--- src/rtl/fpa_operand_sequencer.sv ---
// Operand sequencer in front of the single-cycle-registered half-precision adder:
// collects two words, waits for the adder result, and hands the captured sum downstream.
module fpa_operand_sequencer #(
  parameter int CALC_WAIT = 1,
  parameter int CNT_W     = 8
) (
  input  logic             clk_34,
  input  logic             rst_34,
  input  logic             in_valid_34,
  input  logic [15:0]      in_data_34,
  output logic             in_ready_34,
  output logic [15:0]      Finput1_34,
  output logic [15:0]      Finput2_34,
  input  logic [15:0]      FPSUM_34,
  input  logic             Ovf_Flag_34,
  input  logic             Unf_Flag_34,
  output logic             res_valid_34,
  input  logic             res_ready_34,
  output logic [15:0]      res_data_34,
  output logic             res_ovf_34,
  output logic             res_unf_34,
  output logic             res_exc_34,
  output logic [CNT_W-1:0] op_cnt_34
);

  localparam int DATA_W = 16;
  localparam int WAIT_W = (CALC_WAIT < 2) ? 1 : $clog2(CALC_WAIT);
  localparam logic [WAIT_W-1:0] WAIT_LAST = WAIT_W'(CALC_WAIT - 1);

  typedef enum logic [2:0] {IN1, IN2, CALC, CAP, OUT} state_t;

  state_t            state, state_nxt;
  logic [WAIT_W-1:0] wait_cnt;
  logic              exc_q;

  // All-ones exponent marks an infinity or NaN encoding.
  function automatic logic is_exc(input logic [DATA_W-1:0] w);
    return &w[14:10];
  endfunction

  always_comb begin
    state_nxt   = state;
    in_ready_34 = 1'b0;
    case (state)
      IN1: begin
        in_ready_34 = 1'b1;
        if (in_valid_34) state_nxt = IN2;
      end
      IN2: begin
        in_ready_34 = 1'b1;
        if (in_valid_34) state_nxt = CALC;
      end
      CALC:    if (wait_cnt == WAIT_LAST) state_nxt = CAP;
      CAP:     state_nxt = OUT;
      OUT:     if (res_ready_34) state_nxt = IN1;
      default: state_nxt = IN1;
    endcase
  end

  always_ff @(posedge clk_34) begin
    if (rst_34) begin
      state        <= IN1;
      wait_cnt     <= '0;
      exc_q        <= 1'b0;
      Finput1_34   <= '0;
      Finput2_34   <= '0;
      res_data_34  <= '0;
      res_ovf_34   <= 1'b0;
      res_unf_34   <= 1'b0;
      res_exc_34   <= 1'b0;
      res_valid_34 <= 1'b0;
      op_cnt_34    <= '0;
    end else begin
      state <= state_nxt;
      case (state)
        IN1: if (in_valid_34) Finput1_34 <= in_data_34;
        IN2: if (in_valid_34) begin
          Finput2_34 <= in_data_34;
          exc_q      <= is_exc(Finput1_34) | is_exc(in_data_34);
          wait_cnt   <= '0;
        end
        CALC: wait_cnt <= wait_cnt + 1'b1;
        // Adder output register is valid here; operands are still held stable.
        CAP: begin
          res_data_34  <= FPSUM_34;
          res_ovf_34   <= Ovf_Flag_34;
          res_unf_34   <= Unf_Flag_34;
          res_exc_34   <= exc_q;
          res_valid_34 <= 1'b1;
        end
        OUT: if (res_ready_34) begin
          res_valid_34 <= 1'b0;
          op_cnt_34    <= op_cnt_34 + 1'b1;
        end
        default: ;
      endcase
    end
  end

endmodule

--- config.mk ---
export PLATFORM = sky130hd
export DESIGN_NAME = fpa_operand_sequencer
export DESIGN_NICKNAME = d
export VERILOG_FILES = /design/src/rtl/fpa_operand_sequencer.sv
export SDC_FILE = /design/constraint.sdc
export NUM_CORES = 1
export LEC_CHECK = 0
export BUFFER_PORTS_ARGS = -buffer_cell sky130_fd_sc_hd__buf_2
export CAP_MARGIN = 20
export CORE_MARGIN = 2
export CORE_UTILIZATION = 48
export CTS_CLUSTER_SIZE = 40
export DETAILED_ROUTE_END_ITERATION = 7
export PLACE_DENSITY_LB_ADDON = 0.05
export SETUP_SLACK_MARGIN = 0.05
export SYNTH_ARGS = -nofsm -noshare
export SYNTH_HDL_FRONTEND = slang
export SYNTH_SLANG_ARGS = --single-unit
--- constraint.sdc ---
create_clock -name clk_34 -period 1.9 [get_ports clk_34]
set_clock_uncertainty 0.1 [all_clocks]
set_input_delay 0.57 -clock clk_34 [delete_from_list [all_inputs] [get_ports clk_34]]
set_output_delay 0.57 -clock clk_34 [all_outputs]
set_load 0.05 [all_outputs]
==> key figures <==
Drt
  • Avg Vias per Cell: 4.926
  • Routed WL: 5.872 mm
  • DRT iter0 DRCs: about 100
  • Remaining antenna violation count: 0
  • Drt drc: 0
  • Wire per inst: roughly 12 um
  • Detailed-route via count: roughly 2300
  • DR pass1 iterations: 4

Layout
  • Filler cell count in the final layout: 448
  • Final Net Count: around 440
  • Layout Area Growth over Synthesis: 33.28%
  • Design area: roughly 0.0033 sq mm
  • Antenna Diode Count: 0
  • Share of post-route cells with drive strength above 1: 0.3325

Critical path
  • CP cell instances: buf_4, nor2_2, buf_6
  • WS Path Type: flop to output pin
  • Worst-path maximum fanout: 10
  • CP arrival: roughly 1100 ps
  • Nature of the critical path startpoint: flop
  • Critical Path Max Stage Delay: roughly 360 ps
  • Worst EP required: roughly 1200 ps
  • Slack of the worst reg-to-reg path: between 200 and 250 ps
  • Slowest cell on the critical path: dfxtp_2
  • Setup crit end kind: output pin

Timing
  • Max-slew violations: 0
  • Final Hold Viols: 0
  • Slew @ Worst Pin: 431.2 ps
  • Fmax: roughly 560 MHz
  • Slew margin rel.: 0.7122
  • Fin crit share: 0.9445
  • Unrepaired setup endpoints after global routing: no
  • Final setup violation count: 0
  • Total negative slack: 0 ps
  • Min Tclk post-route: 1795 ps

Logic synthesis
  • Cell Area, Synth: ~0.0025 sq mm
  • Syn Inst Count: 300
  • Main synth FF type: dfxtp_1
  • Post-Syn Nets: 339
  • Top cell type's share of synthesized area: 0.5205
  • Top cells by area, synth: dfxtp_1 (52%), nand2_1 (16%), a21oi_1 (12%)
  • Count of warnings emitted by yosys: 0
  • Seq cells post-synth: 65
  • Number of enable flip-flop cells after synthesis: 0
  • Post-synth top area cell: dfxtp_1
  • Synth unique cells: 35
  • Synth Area per Inst: between 8 and 9 sq um
  • Sequential area share after synthesis: 0.5205
  • Post-synth ARST share: 0

Power
  • Maximum vdd drop: between 0.6 and 0.7 mV
  • Total power: between 3 and 4 mW
  • Leakage: approximately 1.4 nW
  • Seq pwr share: 0.431
  • Clock power frac: 0.431
  • Power density cells: ~1000 mW/mm^2
  • Internal power: between 2 and 2.5 mW
  • Comb power frac: 0.137
  • P_sw: ~0.90 mW
  • Sw Ratio: 0.2664

Placement
  • Gpl congestion: approximately 0.74
  • Dpl hpwl: roughly 4.1 mm
  • DP Area: around 0.0031 sq mm
  • Port Buffer Count: just under 100

Floorplanning
  • Row count: 26
  • Total I/O pin count: between 90 and 100
  • Die X: roughly 76 um
  • DIE AREA: 0.005801 sq mm
  • Core area: just over 0.005 sq mm
  • Starting Density: 0.4926
  • Die height: about 76 um

CTS
  • CTS tree: done
  • Clock tree buffer depth: 2
  • CTS sink count: 65
  • Clock Latency Late Sink: around 330 ps
  • Reg clk slew, reported paths: about 70 ps
  • CTS Buf Count: 9
  • Htree depth: 3
  • CTS Root Cell: clkbuf_8

Global route
  • First-pass GRT wire length: between 9 and 10 mm
  • All-layer global routing usage: 0.2038
  • Largest net degree at the start of global routing: 31
  • Vias in the first global route: around 2100
  • GRT overflow: 0
  • Initial antenna violation count: 0

Hold path
  • HP Class: flop to flop

Run
  • Max-cap violations: 0

Run status
  • Status: finished, final reports clean
[cells in the final DEF (no fill, tap or decap), types with 2 or more instances in the layout]
| cell | synthesis | final |
|---|---|---|
| nand2_1 | 105 | 105 |
| buf_2 | 8 | 97 |
| dfxtp_1 | 65 | 63 |
| a21oi_1 | 59 | 59 |
| clkbuf_8 | 0 | 10 |
| buf_4 | 3 | 9 |
| o31ai_1 | 5 | 5 |
| or4_1 | 5 | 5 |
| nor2_1 | 6 | 5 |
| nand2b_1 | 3 | 3 |
| nand3b_1 | 3 | 3 |
| bufinv_16 | 0 | 3 |
| inv_1 | 2 | 2 |
| or4b_1 | 2 | 2 |
| a21oi_2 | 2 | 2 |
| nor3_1 | 2 | 2 |
| and4_1 | 2 | 2 |
| clkinvlp_4 | 0 | 2 |
| buf_12 | 0 | 2 |
[layer usage]
metal | vias to the layer above | track usage | routed length [um]
met5 | - | 0 | 0
met3 | 10 | 0.04858 | 317
li1 | 1201 | - | -
met1 | 1050 | 0.2589 | 2720
met4 | 0 | 0.09818 | 116
met2 | 69 | 0.3277 | 2717
[per-stage QoR]
stage	setup WS (ps)	hold slack, ps	cells	utilization
floorplan	73.74	332.3	300	-
global placement	135.2	338.3	455	0.6013
detailed placement	104.4	343.4	455	0.6013
CTS	68.65	351.8	471	0.6536
global route	57.72	362.1	473	0.6566
finish	105.5	350.9	473	0.6566
[power by group through the flow]
stage	Sequential [mW]	Clock (mW)	Combinational, mW
after floorplan	1.64	0	0.172
after global placement	1.48	0	0.455
after detailed placement	1.48	0	0.458
after CTS	1.45	1.48	0.462
after global routing	1.46	1.55	0.496
final	1.45	1.45	0.462
[cell type report]
type                    count  area [sq um]  area share
flip-flops and latches     65          1306      0.3920
multi-input cells         211          1075      0.3226
repair buffers            109         604.3      0.1814
clock buffers              10         137.6     0.04131
clock inverters             6         113.9     0.03417
well taps                  70         87.58     0.02629
inverters                   2         7.507    0.002253
[sequential cells by signal, indices dropped and copies added, names as in the netlist]
| register | count |
|---|---|
| res_ovf_34 | 1 |
| exc_q | 1 |
| Finput2_34 | 16 |
| wait_cnt | 1 |
| op_cnt_34 | 8 |
| res_valid_34 | 1 |
| res_data_34 | 16 |
| state | 3 |
| Finput1_34 | 16 |
| res_exc_34 | 1 |
| res_unf_34 | 1 |
[worst paths after layout]
kind | from | to | depth (start not counted)
setup / recovery | state[1] | in_ready_34 | 3
hold / removal | res_exc_34 | res_exc_34 | 2
setup reg to reg | state[0] | op_cnt_34[5] | 3
hold reg to reg | res_exc_34 | res_exc_34 | 2
[kinds of logic after synthesis]
| logic type | share of synthesized area |
|---|---|
| muxes | 0.004004 |
| and+or+nand+nor | 0.2608 |
| buffers and inverters | 0.05055 |
| DFF | 0.5205 |
| AOI/OAI and AO/OA | 0.1557 |
| xor gates and xnor gates | 0.003504 |
| adders and majority gates | 0.005004 |
[repair_timing]
action	CTS	global route
setup endpoints to repair	1	1
resized for setup	6	0
buffers inserted	0	2
hold buffers	0	0
[critical path, delay by kind of cell (launching register included)]
kind | cells | cell delay (ps)
AND/OR/NAND/NOR | 1 | 100
flip-flops | 1 | 360
buffers and inverters | 2 | 330
[Yosys cell counts (2+ instances only)]
library cell  number
a21oi_2            2
a21oi_1           59
buf_6              2
buf_2              8
nor2_1             6
clkbuf_1           8
inv_1              2
nand3b_1           3
dfxtp_1           65
or4_1              5
buf_4              3
nand2_1          105
or4b_1             2
and4_1             2
nor3_1             2
nand2b_1           3
o31ai_1            5
Note: power is estimated with default switching activity, not from simulation.
